## config.mk

```make
export PLATFORM = sky130hd
export DESIGN_NAME = mem_access_unit
export DESIGN_NICKNAME = d
export VERILOG_FILES = /design/src/rtl/mem_access_unit.sv
export SDC_FILE = /design/constraint.sdc
export NUM_CORES = 1
export LEC_CHECK = 0
export ABC_AREA = 1
export BUFFER_PORTS_ARGS = -buffer_cell sky130_fd_sc_hd__buf_2
export CAP_MARGIN = 20
export CORE_MARGIN = 3
export CORE_UTILIZATION = 52
export CTS_CLUSTER_SIZE = 25
export DETAILED_ROUTE_END_ITERATION = 7
export GPL_ROUTABILITY_DRIVEN = 0
export GPL_TIMING_DRIVEN = 0
export PLACE_DENSITY = 0.82
export SYNTH_ARGS = -nofsm -noshare
export SYNTH_HDL_FRONTEND = slang
export SYNTH_SLANG_ARGS = --single-unit
```

## constraint.sdc

```tcl
create_clock -name clk -period 4.8 [get_ports clk]
set_clock_uncertainty 0.05 [all_clocks]
set_input_delay 0.24 -clock clk [delete_from_list [all_inputs] [get_ports clk]]
set_output_delay 0.24 -clock clk [all_outputs]
set_load 0.02 [all_outputs]
```

## src/rtl/mem_access_unit.sv

```systemverilog
// Initiator for the shared instruction/data memory port of the multi-cycle CPU.
// Ports: req_* (request in, ready out), resp_* (response pulse), mem_* (memory pins).
module mem_access_unit #(
    parameter int unsigned MEM_BYTES = 1024
) (
    input  logic        clk,
    input  logic        reset,
    input  logic        req_valid,
    output logic        req_ready,
    input  logic        req_write,
    input  logic [1:0]  req_size,
    input  logic        req_signed,
    input  logic [31:0] req_addr,
    input  logic [31:0] req_wdata,
    output logic        resp_valid,
    output logic [31:0] resp_rdata,
    output logic        resp_err,
    output logic [31:0] mem_addr,
    output logic [31:0] mem_wdata,
    output logic        mem_read,
    output logic        mem_write,
    input  logic [31:0] mem_rdata
);

    typedef enum logic [2:0] {
        IDLE,
        RD,
        RMW_RD,
        WR,
        RESP
    } state_t;

    state_t      state_q, state_d;
    logic [31:0] addr_q, addr_d;
    logic [1:0]  size_q, size_d;
    logic        signed_q, signed_d;
    logic [15:0] wdata_q, wdata_d;
    logic        err_q, err_d;
    logic [31:0] rdata_q, rdata_d;
    logic [31:0] mwdata_q, mwdata_d;

    logic        accept;
    logic        req_err;
    logic [4:0]  shamt;
    logic [31:0] shifted;
    logic [31:0] load_val;
    logic [31:0] lane_mask;
    logic [31:0] lane_data;
    logic [31:0] merged;
    logic [31:0] word_addr;

    assign req_ready = (state_q == IDLE) && !reset;
    assign accept    = req_valid && req_ready;
    assign word_addr = {addr_q[31:2], 2'b00};

    // Checks in priority order; any hit means no memory traffic.
    always_comb begin
        req_err = 1'b0;
        if (req_size == 2'd3)
            req_err = 1'b1;
        else if (req_size == 2'd1 && req_addr[0])
            req_err = 1'b1;
        else if (req_size == 2'd2 && req_addr[1:0] != 2'b00)
            req_err = 1'b1;
        else if (req_addr >= MEM_BYTES)
            req_err = 1'b1;
    end

    // Halves are always 2-aligned here, so 8*addr[1:0] is the lane
    // offset for both byte and half accesses.
    assign shamt   = {addr_q[1:0], 3'b000};
    assign shifted = mem_rdata >> shamt;

    always_comb begin
        case (size_q)
            2'd0:    load_val = {{24{signed_q & shifted[7]}}, shifted[7:0]};
            2'd1:    load_val = {{16{signed_q & shifted[15]}}, shifted[15:0]};
            default: load_val = mem_rdata;
        endcase
    end

    always_comb begin
        if (size_q == 2'd0) begin
            lane_mask = 32'h0000_00FF << shamt;
            lane_data = {24'h0, wdata_q[7:0]} << shamt;
        end else begin
            lane_mask = 32'h0000_FFFF << shamt;
            lane_data = {16'h0, wdata_q} << shamt;
        end
    end

    assign merged = (mem_rdata & ~lane_mask) | (lane_data & lane_mask);

    always_comb begin
        state_d   = state_q;
        addr_d    = addr_q;
        size_d    = size_q;
        signed_d  = signed_q;
        wdata_d   = wdata_q;
        err_d     = err_q;
        rdata_d   = rdata_q;
        mwdata_d  = mwdata_q;
        mem_read  = 1'b0;
        mem_write = 1'b0;
        mem_addr  = 32'h0;
        resp_valid = 1'b0;
        case (state_q)
            IDLE: begin
                if (accept) begin
                    addr_d   = req_addr;
                    size_d   = req_size;
                    signed_d = req_signed;
                    wdata_d  = req_wdata[15:0];
                    mwdata_d = req_wdata;
                    err_d    = req_err;
                    rdata_d  = 32'h0;
                    if (req_err)
                        state_d = RESP;
                    else if (!req_write)
                        state_d = RD;
                    else if (req_size == 2'd2)
                        state_d = WR;
                    else
                        state_d = RMW_RD;
                end
            end
            RD: begin
                mem_read = 1'b1;
                mem_addr = word_addr;
                rdata_d  = load_val;
                state_d  = RESP;
            end
            RMW_RD: begin
                mem_read = 1'b1;
                mem_addr = word_addr;
                mwdata_d = merged;
                state_d  = WR;
            end
            WR: begin
                mem_write = 1'b1;
                mem_addr  = word_addr;
                state_d   = RESP;
            end
            RESP: begin
                resp_valid = 1'b1;
                state_d    = IDLE;
            end
            default: state_d = IDLE;
        endcase
    end

    always_ff @(posedge clk or posedge reset) begin
        if (reset) begin
            state_q  <= IDLE;
            addr_q   <= 32'h0;
            size_q   <= 2'd0;
            signed_q <= 1'b0;
            wdata_q  <= 16'h0;
            err_q    <= 1'b0;
            rdata_q  <= 32'h0;
            mwdata_q <= 32'h0;
        end else begin
            state_q  <= state_d;
            addr_q   <= addr_d;
            size_q   <= size_d;
            signed_q <= signed_d;
            wdata_q  <= wdata_d;
            err_q    <= err_d;
            rdata_q  <= rdata_d;
            mwdata_q <= mwdata_d;
        end
    end

    assign resp_err   = (state_q == RESP) && err_q;
    assign resp_rdata = rdata_q;
    assign mem_wdata  = mwdata_q;

endmodule

```

==> run summary <==
adder-cell share of the synthesized area = 0%
post-synthesis cell count = 941
crit end category = output port
crit path kind = reg2out
initial antenna violation count = 1
DR vias/cell = 5.19
Main synth FF type = dfrtp_1
Max Freq = 0.410 GHz
Post-DP Area = 0.00775 mm²
design area = 0.00844 mm²
maximum vdd ir drop = 330 µV
post-synthesis compound-gate area fraction = 11.6%
die width = 118 µm
count of cell types in the netlist = 27
Rel. slew slack = 60.7%
Max Cap Viol = 0
DRT iter0 DRCs = 892
clock-pin slew on the worst setup and hold paths = 0.05 ns
TritonCTS clock tree = yes
Final setup viols = 0
largest family of logic cells by synthesized area = simple AND/OR/NAND/NOR gates
Seq cells post-synth = 119
Die Area = 0.0139 mm²
peak fanout along the critical path = 10
Yosys top cell by area = dfrtp_1
first-pass GRT wire length = 33800 µm
Req. time, crit path = 4.51 ns
Routed Antenna Nets = 0
Clock Sinks = 119
reg-to-reg startpoint = addr_q[1]$_DFFE_PP0P_
post-synth top area share = 45.8%
vias in the first global route = 6912
H-tree levels = 4
Critical path origin = state_q[0]$_DFFE_PP0P_
most common cell in the netlist = nand2_1
Area contributors post-synth = dfrtp_1 46%, nand2_1 20%, nor2_1 6.2%, inv_1 5.7%, o21ai_0 4.5%
Final min period = 2.44 ns
XOR/XNOR Fraction of Synth Area = 0%
Post-Synthesis Cell Area = 0.00650 mm²
Final #Nets = 1278
Pwr Total = 4.49 mW
CTS Buffer Depth = 2
largest net degree at the start of global routing = 66
syn avg cell area = 6.91 µm²
Initial Util = 53.7%
drt first pass iters = 6
P per Cell Area = 532 mW/mm²
Core Box Area = 0.0121 mm²
R2R Setup Slk = 2.93 ns
die extent in y = 118 µm
port bufs = 201
startpoint types = register
reg2reg path depth = 7
synth warn = 0
simple-gate share of the synthesized area = 32.7%
fraction of registers with async set/reset = 100%
RSZ-0062 raised after global routing = no
wire length per cell = 15.5 µm
dpl ws = 2.84 ns
Worst-Skew Late Latency = 0.42 ns
CP endpoint = mem_read
terminus of the critical flop-to-flop path = mem_wdata[7]$_DFFE_PP0P_
Leak = 4.87 nW
outcome = finished, final reports clean
Worst-Margin Slew = 0.587 ns
final slew viol count = 0
num rows = 40
mux cell area share after synthesis = 0%
total CTS buffers = 17
GRT Total Usage = 30.6%
grt ovf = 0
dpl hpwl = 15600 µm
Hold Fails Final Rpt = 0
Layout area overhead = 29.7%
DRC errors left = 0
final worst slack = 2.36 ns
Post-CTS Resized = 0
I/O pin count = 204
Root Buffer = clkbuf_16
worst path arrival time = 2.15 ns
Post-synth EDFFs = 0
total wire length = 20900 µm
vias post-DR = 7028
fin crit share = 50.8%
post-synthesis sequential area ratio = 45.8%
setup TNS = 0 ns
Post-synth top cells = 347 x nand2_1, 119 x dfrtp_1, 108 x nor2_1, 98 x inv_1, 59 x o21ai_0
layout cells sized above 1 = 23.9%
worst hold path type = in2reg
-- critical path, cell delays in order, from the launching register on --
cell and delay, ns:
dfrtp_1 0.40, nor2_1 0.07, nand2_1 0.10, clkbuf_1 0.39, clkbuf_1 0.49, nand2_1 0.11
buf_2 0.18
-- flip-flops by register name, summed over array words and instances, names as in the netlist --
signal      flops
signed_q        1
state_q         3
err_q           1
addr_q         32
resp_rdata     32
mem_wdata      32
size_q          2
wdata_q        16
-- per-layer routing --
layer / part of all wire (%) / track usage, % / wire length (µm) / vias up
met5: 0 / 0 / 0 / -
met4: 4.2 / 15.5 / 884 / 0
met3: 8.4 / 7.69 / 1750 / 88
met2: 45 / 47.1 / 9500 / 373
met1: 42 / 40.2 / 8780 / 3176
li1: - / - / - / 3391
-- cells in the final DEF (no fill, tap or decap), drive strengths merged --
| cell type | synthesis | layout |
|---|---|---|
| nor2 | 115 | 115 |
| o21ai | 92 | 92 |
| inv | 107 | 107 |
| a21oi | 35 | 35 |
| dlygate4sd3 | 0 | 12 |
| nand2 | 353 | 353 |
| and3 | 1 | 1 |
| bufinv | 0 | 3 |
| nor3 | 3 | 3 |
| diode | 0 | 1 |
| dfrtp | 119 | 119 |
| nand3 | 54 | 54 |
| o211ai | 14 | 14 |
| clkbuf | 17 | 40 |
| o22ai | 1 | 1 |
| buf | 29 | 231 |
| conb | 1 | 2 |
| clkinv | 0 | 2 |
-- power by group --
group	internal, mW	switching, mW
registers	1.32	0.167
clock network	0.815	0.421
logic	0.558	1.21
total	2.69	1.80
-- per-stage QoR --
stage / cells / hold slack (ns) / utilization [%]
6_report: 1353 / 0.00319 / 69.6
5_1_grt: 1353 / 0.00970 / 69.6
4_1_cts: 1352 / 0.000516 / 69.6
3_5_place_dp: 1312 / 0.305 / 64.0
3_3_place_gp: 1311 / 0.398 / 63.8
2_1_floorplan: 942 / 0.311 / -
-- worst min-delay path by stage --
stage                  startpoint                        end  slack, ns  cells after the start
floorplan             req_addr[0]      addr_q[0]$_DFFE_PP0P_       0.31                      2
global route         req_addr[10]     addr_q[10]$_DFFE_PP0P_       0.01                      3
global placement      req_addr[3]      addr_q[3]$_DFFE_PP0P_       0.40                      3
CTS                 req_wdata[26]  mem_wdata[26]$_DFFE_PP0P_     0.0005                      3
finish                req_addr[6]      addr_q[6]$_DFFE_PP0P_      0.003                      3
detailed placement          reset      addr_q[9]$_DFFE_PP0P_       0.30                      2
-- what timing repair did --
action,in CTS,in global routing
endpoints found under the hold margin,65,0
setup buffers,0,0
hold buffers,12,0
-- final cells by class --
class	instances	area, µm²
clock buffer	23	458
multi-input combinational	670	2890
clock inverter	5	100
inverter	107	407
sequential	119	2980
tap	168	210
timing repair buffer	214	1150
buffer	46	241
fill	1091	3680
antenna	1	2.50
-- kinds of logic after synthesis --
| group | after synthesis |
|---|---|
| other cells | 1 |
| compound gates | 142 |
| buf+inv | 153 |
| flops | 119 |
| simple gates | 526 |
No activity file was read; power rests on OpenSTA's default activity.
